$ cat src/rtl/grid_sequencer.sv
// Sequences grid generation attempts: reset, settle, start, wait, retrying with new seeds.
// Optional per-attempt watchdog enabled by defining GRID_SEQUENCER_TIMEOUT_EN.
module grid_sequencer #(
    parameter int unsigned LFSR_WIDTH     = 8,
    parameter int unsigned MAX_TRIES      = 16,
    parameter int unsigned SETTLE_CYCLES  = 28,
    parameter int unsigned TIMEOUT_CYCLES = 65535
) (
    input  logic                  clock,
    input  logic                  reset,
    input  logic                  req,
    output logic                  req_ready,
    input  logic [LFSR_WIDTH-1:0] seed_init,
    output logic                  grid_reset,
    output logic                  grid_rq_start,
    output logic [LFSR_WIDTH-1:0] grid_seed,
    input  logic                  grid_done,
    input  logic                  grid_success,
    output logic                  busy,
    output logic                  done,
    output logic                  success,
    output logic [7:0]            tries,
    output logic                  timed_out
);

    localparam int unsigned SettleW = $clog2(SETTLE_CYCLES + 1);

    if (MAX_TRIES < 1 || MAX_TRIES > 255 || SETTLE_CYCLES == 0 || TIMEOUT_CYCLES == 0) begin : g_bad
        $error("grid_sequencer: parameter out of range");
    end

    typedef enum logic [2:0] {StIdle, StGrst, StSettle, StStart, StWait, StReport} state_e;

    state_e                  state_q, state_d;
    logic [LFSR_WIDTH-1:0]   seed_q, seed_d, seed_inc;
    logic [7:0]              tries_q, tries_d;
    logic                    success_q, success_d;
    logic [SettleW-1:0]      settle_q, settle_d;
    logic                    settle_last, last_try, timeout_hit, attempt_fail, accept;

    assign accept       = (state_q == StIdle) && req;
    assign settle_last  = (settle_q == SettleW'(SETTLE_CYCLES - 1));
    assign last_try     = (tries_q >= 8'(MAX_TRIES));
    assign attempt_fail = (state_q == StWait) && ((grid_done && !grid_success) || timeout_hit);
    assign seed_inc     = seed_q + 1'b1;

`ifdef GRID_SEQUENCER_TIMEOUT_EN
    localparam int unsigned WaitW = $clog2(TIMEOUT_CYCLES + 1);

    logic [WaitW-1:0] wait_q, wait_d;
    logic             timed_out_q, timed_out_d;

    // A completion in the same cycle as expiry wins over the watchdog.
    assign timeout_hit = (state_q == StWait) && !grid_done &&
                         (wait_q == WaitW'(TIMEOUT_CYCLES - 1));

    always_comb begin
        wait_d      = (state_q == StWait) ? wait_q + 1'b1 : '0;
        timed_out_d = timed_out_q;
        if (accept) timed_out_d = 1'b0;
        if (timeout_hit) timed_out_d = 1'b1;
    end

    always_ff @(posedge clock) begin
        if (reset) begin
            wait_q      <= '0;
            timed_out_q <= 1'b0;
        end else begin
            wait_q      <= wait_d;
            timed_out_q <= timed_out_d;
        end
    end

    assign timed_out = timed_out_q;
`else
    assign timeout_hit = 1'b0;
    assign timed_out   = 1'b0;
`endif

    // State register
    always_ff @(posedge clock) begin
        if (reset) state_q <= StIdle;
        else       state_q <= state_d;
    end

    // Next-state logic
    always_comb begin
        state_d = state_q;
        unique case (state_q)
            StIdle:   if (req) state_d = StGrst;
            StGrst:   state_d = StSettle;
            StSettle: if (settle_last) state_d = StStart;
            StStart:  state_d = StWait;
            StWait: begin
                if (grid_done && grid_success) state_d = StReport;
                else if (attempt_fail)         state_d = last_try ? StReport : StGrst;
            end
            StReport: state_d = StIdle;
            default:  state_d = StIdle;
        endcase
    end

    // Output logic; reset gates the pulses so an abandoned attempt never reports.
    always_comb begin
        req_ready     = (state_q == StIdle);
        busy          = (state_q != StIdle);
        grid_reset    = reset || (state_q == StGrst);
        grid_rq_start = !reset && (state_q == StStart);
        done          = !reset && (state_q == StReport);
    end

    always_comb begin
        seed_d    = seed_q;
        tries_d   = tries_q;
        success_d = success_q;
        settle_d  = (state_q == StSettle) ? settle_q + 1'b1 : '0;
        if (accept) begin
            seed_d    = (seed_init == '0) ? LFSR_WIDTH'(1) : seed_init;
            tries_d   = '0;
            success_d = 1'b0;
        end
        if (state_q == StGrst) tries_d = tries_q + 8'd1;
        if (state_q == StWait && grid_done && grid_success) success_d = 1'b1;
        // Seed zero is a stuck LFSR state, so the wrap skips it.
        if (attempt_fail && !last_try) seed_d = (seed_inc == '0) ? LFSR_WIDTH'(1) : seed_inc;
    end

    always_ff @(posedge clock) begin
        if (reset) begin
            seed_q    <= LFSR_WIDTH'(1);
            tries_q   <= '0;
            success_q <= 1'b0;
            settle_q  <= '0;
        end else begin
            seed_q    <= seed_d;
            tries_q   <= tries_d;
            success_q <= success_d;
            settle_q  <= settle_d;
        end
    end

    assign grid_seed = seed_q;
    assign tries     = tries_q;
    assign success   = success_q;

endmodule

$ cat config.mk
export PLATFORM = sky130hd
export DESIGN_NAME = grid_sequencer
export DESIGN_NICKNAME = d
export VERILOG_FILES = /design/src/rtl/grid_sequencer.sv
export SDC_FILE = /design/constraint.sdc
export NUM_CORES = 1
export LEC_CHECK = 0
export BUFFER_PORTS_ARGS = -buffer_cell sky130_fd_sc_hd__buf_2
export CAP_MARGIN = 15
export CORE_MARGIN = 3
export CORE_UTILIZATION = 51
export DETAILED_ROUTE_END_ITERATION = 8
export GPL_TIMING_DRIVEN = 0
export PLACE_DENSITY = 0.76
export RECOVER_POWER = 50
export SETUP_SLACK_MARGIN = 0.3
export SLEW_MARGIN = 0
export SYNTH_ARGS = -nofsm -noshare
export SYNTH_HDL_FRONTEND = slang
export SYNTH_SLANG_ARGS = --single-unit
$ cat constraint.sdc
create_clock -name clock -period 3.6 [get_ports clock]
set_clock_uncertainty 0.2 [all_clocks]
set_input_delay 0.9 -clock clock [delete_from_list [all_inputs] [get_ports clock]]
set_output_delay 0.9 -clock clock [all_outputs]
set_load 0.1 [all_outputs]
==> run_results.csv, run 1 <==
group,metric,value,unit
run_status,status,"finished, final reports clean",
placement,gp_congestion,0.884,
routing,drt_iter0_drc,113,
yosys,yosysTopAreaCell,"dfxtp_1",
power_and_ir_drop,pwr-share-comb,35.7,%
routing,first_pass_iters,4,
yosys,synth_edf_count,0,
yosys,synth_area_leaders,"dfxtp_1, a21oi_1, nor2_1",
worst_setup_path,cp_max_fo,10,
cells_and_area,layout-drive-gt1-share,24.4,%
routing,wl_per_cell,14.9,um
die,die_h,61.1,um
routing,vias,1531,
yosys,yosysTopAreaCellShare,32.4,%
power_and_ir_drop,switching_power,0.000287,W
worst_setup_path,cp.required,2500,ps
global_route,grt_max_degree,14,
worst_setup_path,worst-setup-path-type,"input port to output pin",
global_route,grt_antenna_before_repair,0,
timing,post-route-period-util,90.4,%
power_and_ir_drop,clkPwrFrac,19.0,%
clock_network,clkSinkCount,25,
global_route,grt-busiest-layer,"met2",
yosys,synth_area,1550,sq um
clock_network,cts_htree_levels,1,
worst_setup_path,crit_buf_inv,4,
yosys,synth_warnings,0,
yosys,ys_seq_area_share,32.4,%
global_route,grt.total_usage,22.0,%
clock_network,clock_path_buffers,2,
clock_network,numCtsBuffers,3,
routing,drc_errors,0,
cells_and_area,layout_commonest_cell,"buf_2",
clock_network,cts_tree,"done",
die,fp.coreArea,2830,sq um
power_and_ir_drop,p_leak,0.677,nW
clock_network,hold_buffers,0,
cells_and_area,instances_no_fill,252,
timing,slew_viol_final,0,
worst_setup_path,regToRegSetupSlack,1230,ps
timing,final.setup.tns,0,ps
timing,worst_hold_slack,270,ps
worst_setup_path,path_cells,"clkbuf_1 > clkbuf_2 > clkbuf_2 > nand2b_2 > clkbuf_4",
global_route,met1_usage,30.2,%
placement,hpwl,2800,um
placement,port-buffer-count,34,
timing,worst_slack,345,ps
yosys,async_flop_share,0,%
worst_setup_path,crit_slowest_cell,"clkbuf_4",
timing,setup_viol,0,
worst_setup_path,start_kind,"input port",
yosys,syn_avg_cell_area,8.45,sq um
worst_setup_path,critPathTopFamily,"buffers and inverters",
timing,fmax,307,MHz
placement,place_inst,248,
cells_and_area,nFillCells,264,
routing,wirelength,3740,um
power_and_ir_drop,p_int,0.000394,W
die,die-width,61.1,um
cells_and_area,n_antenna_cell,0,
worst_setup_path,endpoint_kind,"output pin",
global_route,met3_usage,3.14,%
worst_setup_path,slowest_delay,320,ps
die,boundaryPins,36,
yosys,synth-seq-cells,25,
die,std_cell_rows,19,
clock_network,insertion_delay,320,ps
yosys,ys.flop_type,"dfxtp_1",
global_route,grt_pass1_wl,6200,um
global_route,overflow,0,
die,dieArea,3730,sq um
global_route,grt_util_met2,35.6,%
worst_setup_path,crit_top_cell,"clkbuf_2",
clock_network,cts-root-buf,"clkbuf_4",
timing,hold_viol,0,
worst_setup_path,cp_data_arrival_time,2150,ps
clock_network,post_cts_buffers,0,
power_and_ir_drop,p_seq_share,45.4,%
timing,tightest_slew,750,ps
timing,min_period,3250,ps
clock_network,clk_pin_slew,140,ps
power_and_ir_drop,powerDensity,377,nW/um^2
die,start_util,54.7,%
placement,pre_cts_slack,-42.7,ps
cells_and_area,syn_to_final_growth,16.9,%
yosys,synth_nets,201,
power_and_ir_drop,ir_drop,0.288,mV
cells_and_area,nets,240,
routing,viasPerCell,6.08,
yosys,synthCells,183,
timing,grt_setup_unrepaired,"no",
timing,slew_headroom,49.3,%
global_route,grt_pass1_vias,1352,
cells_and_area,final_cell_mix,"buf_2, dfxtp_1, nor2_1",
routing,ant_nets,0,
min_path,hp-class,"flip-flop to flip-flop",
yosys,synth_cell_types,54,
run,cap_violations,0,
power_and_ir_drop,swShare,42.1,%
power_and_ir_drop,finalPower,0.000682,W
[synth_stat cells (all sizes together) (3+ instances only)]
cell type	n
a22oi	5
a21oi	13
or3	5
dfxtp	25
or4	3
o21ai	4
nand3	8
or2	3
nand2	11
o311ai	3
nor2	17
inv	8
nand2b	8
xnor2	3
buf	6
nand4	3
xor2	4
o22ai	4
ha	5
nor3	8
clkbuf	3
nor4	5
[logic make-up (layout without fill, tap and decap cells)]
kind of cell               count (synthesis)  after routing  synth area share (%)
muxes                                      2              2                  1.29
and+or+nand+nor                           83             83                  33.2
buffers and inverters                     17             55                  5.74
AOI/OAI and AO/OA                         43             43                  19.2
xor gates and xnor gates                   7              7                  3.96
DFF                                       25             25                  32.4
adders and majority gates                  5              5                  4.05
other                                      1              1                 0.242
[flip-flops by register name (all words and copies together), names as in the netlist]
register   flops
grid_seed      8
tries          8
settle_q       5
state_q        3
success        1
[worst paths after layout]
| path | endpoint | start | cells after the start |
|---|---|---|---|
| worst max-delay path | grid_reset | reset | 5 |
| worst max register to register | tries[3]$_SDFFE_PP0P_ | state_q[1]$_SDFFE_PP0P_ | 6 |
| worst min-delay path | settle_q[0]$_SDFF_PP0_ | settle_q[0]$_SDFF_PP0_ | 1 |
| worst min register to register | settle_q[0]$_SDFF_PP0_ | settle_q[0]$_SDFF_PP0_ | 1 |
[layout make-up]
cell class / instances / area, sq um / area share [%]
buffer: 9 / 60.1 / 3.32
clock buffer: 4 / 26.3 / 1.45
inverter: 8 / 30.0 / 1.66
multi-input combinational: 141 / 980 / 54.2
sequential: 25 / 500 / 27.7
tap: 31 / 38.8 / 2.15
timing repair buffer: 34 / 173 / 9.55
[what timing repair did]
| item | 4_1_cts | 5_1_grt |
|---|---|---|
| resized for setup | 3 | 1 |
| pin swaps | 0 | 0 |
| endpoints found under the setup margin | 2 | 1 |
| cloned | 0 | 0 |
| endpoints found under the hold margin | 0 | 0 |
[power by group through the flow]
stage               Combinational [W]  Sequential (W)  Clock (W)
global placement             0.000241        0.000314          0
floorplan                    0.000134        0.000379          0
global route                 0.000260        0.000312   0.000145
finish                       0.000243        0.000309   0.000129
CTS                          0.000245        0.000309   0.000134
detailed placement           0.000244        0.000315          0
[routing by layer]
| metal | routed length (um) | part of all wire, % |
|---|---|---|
| met1 | 1710 | 46 |
| met2 | 1800 | 48 |
| met3 | 217 | 5.8 |
| met4 | 18 | 0.48 |
| met5 | 0 | 0 |
[metrics by stage]
step | util, % | cell area (sq um)
2_1_floorplan | - | 1580
3_3_place_gp | 63.1 | 1780
3_5_place_dp | 63.1 | 1780
4_1_cts | 64.2 | 1820
5_1_grt | 63.9 | 1810
6_report | 63.9 | 1810
[worst reg2reg max path, cell delays in order, from the launching register on]
cell	delay, ps
dfxtp_1	360
buf_6	160
nor4b_1	670
clkbuf_1	440
nor2_1	170
o21ai_0	190
a21oi_1	80
No activity file was read; power rests on OpenSTA's default activity.
==> inputs of run 2 (changes only) <==
CORE_UTILIZATION = 57   (was 51)
CTS_CLUSTER_SIZE = 40   (was default)
PLACE_DENSITY = 0.84   (was 0.76)
==> run 2 against run 1 <==
Compared with the run above:
- fmax is 1.3% lower
- register-to-register slack better by 90 ps
- flip-flop and latch count stayed put
- largest power group unchanged
- worst hold slack worse by 9.7 ps
- sequential power hardly changed
- clock power hardly changed
- wire length is 1.8% higher
- highest routed layer unchanged
- design area hardly changed
- critical path type unchanged
- critical endpoint unchanged
- combinational power hardly changed
- global-route usage is 1.3 points higher
==> run_results.csv, run 2 (same netlist as run 1, synthesis figures left out) <==
group,metric,value,unit
die,boundaryPins,36,
routing,ant_nets,0,
placement,hpwl,2810,um
timing,worst_slack,302,ps
worst_setup_path,cp_max_fo,10,
routing,wl_per_cell,15.2,um
routing,vias,1561,
worst_setup_path,cp_data_arrival_time,2200,ps
routing,wirelength,3810,um
die,fp.coreArea,2520,sq um
global_route,grt_max_degree,14,
global_route,grt.total_usage,23.4,%
global_route,grt_antenna_before_repair,0,
worst_setup_path,start_kind,"input port",
cells_and_area,n_antenna_cell,0,
worst_setup_path,cp-startpoint,"reset",
routing,viasPerCell,6.22,
worst_setup_path,crit_buf_inv,4,
cells_and_area,instances_no_fill,251,
global_route,grt_pass1_vias,1436,
timing,slew_viol_final,0,
cells_and_area,nets,240,
worst_setup_path,slowest_delay,320,ps
run_status,status,"finished, final reports clean",
cells_and_area,utilization,71.6,%
clock_network,cts_tree,"done",
timing,slew_headroom,60.4,%
worst_setup_path,path_cells,"clkbuf_1 > clkbuf_2 > clkbuf_2 > nand2b_2 > clkbuf_4",
timing,tightest_slew,586,ps
placement,port-buffer-count,34,
cells_and_area,layout_commonest_cell,"buf_2",
min_path,hp-start,"settle_q[0]$_SDFF_PP0_",
global_route,overflow,0,
cells_and_area,layout-drive-gt1-share,24.4,%
worst_setup_path,crit_slowest_cell,"clkbuf_4",
timing,fmax,303,MHz
clock_network,clock_path_buffers,2,
timing,final.setup.tns,0,ps
clock_network,cts_htree_levels,1,
routing,first_pass_iters,4,
power_and_ir_drop,ir_drop,0.307,mV
clock_network,clkSinkCount,25,
timing,grt_setup_unrepaired,"no",
clock_network,clk_pin_slew,140,ps
timing,hold_viol,0,
worst_setup_path,crit_top_cell,"clkbuf_2",
die,dieArea,3370,sq um
routing,drt_iter0_drc,91,
clock_network,post_cts_buffers,0,
die,std_cell_rows,18,
routing,drc_errors,0,
min_path,hp-class,"flip-flop to flip-flop",
timing,worst_hold_slack,260,ps
global_route,grt_pass1_wl,6150,um
placement,place_inst,247,
placement,gp_congestion,0.890,
clock_network,insertion_delay,320,ps
timing,min_period,3300,ps
worst_setup_path,endpoint_kind,"output pin",
die,die-width,58.1,um
cells_and_area,syn_to_final_growth,16.8,%
die,start_util,61.3,%
run,cap_violations,0,
die,die_h,58.1,um
clock_network,cts-root-buf,"clkbuf_4",
worst_setup_path,cp.required,2500,ps
power_and_ir_drop,p_leak,0.677,nW
power_and_ir_drop,powerDensity,377,nW/um^2
placement,pre_cts_slack,-66.1,ps
worst_setup_path,worst-setup-path-type,"input port to output pin",
clock_network,numCtsBuffers,3,
worst_setup_path,critPathTopFamily,"buffers and inverters",
timing,setup_viol,0,
timing,post-route-period-util,91.6,%
cells_and_area,final_cell_mix,"buf_2, dfxtp_1, nor2_1",
worst_setup_path,reg2reg_from,"state_q[1]$_SDFFE_PP0P_",
run 2: layer usage:
layer | track usage, % | vias up | wire [um]
li1 | - | 753 | -
met1 | 27.7 | 742 | 1570
met2 | 40.2 | 58 | 1890
met3 | 2.67 | 8 | 255
met4 | 13.9 | 0 | 89
met5 | 0 | - | 0
run 2: final timing paths:
| kind | endpoint | slack [ps] | cells after the start |
|---|---|---|---|
| worst max register to register | tries[3]$_SDFFE_PP0P_ | 1320 | 6 |
| worst min register to register | settle_q[0]$_SDFF_PP0_ | 260 | 1 |
| worst min-delay path | settle_q[0]$_SDFF_PP0_ | 260 | 1 |
| worst max-delay path | grid_reset | 300 | 5 |
run 2: stage by stage:
| stage | instance area, sq um | power [W] |
|---|---|---|
| floorplan | 1580 | 0.000513 |
| global placement | 1780 | 0.000554 |
| detailed placement | 1780 | 0.000559 |
| CTS | 1810 | 0.000685 |
| global route | 1810 | 0.000714 |
| finish | 1810 | 0.000680 |
run 2: area by class of cell:
class | instances | area, sq um
Timing Repair Buffer | 34 | 173
Tap cell | 30 | 37.5
Inverter | 8 | 30.0
Clock buffer | 4 | 26.3
Buffer | 9 | 60.1
Fill cell | 216 | 716
Sequential cell | 25 | 500
Multi-Input combinational cell | 141 | 980
run 2: report_power, final:
group	switching (W)	internal, W
combinational	0.000182	0.0000617
clock	0.0000841	0.0000434
sequential	0.0000197	0.000289
run 2: what timing repair did:
action / CTS / global route
gates resized for setup: 3 / 1
endpoints found under the setup margin: 2 / 1
hold buffers: 0 / 0
run 2: worst reg2reg max path, delay by kind of cell (launching register included):
family | cells | cell delay (ps)
AOI/OAI and AO/OA | 2 | 240
DFF | 1 | 370
and+or+nand+nor | 2 | 730
buffers and inverters | 2 | 630
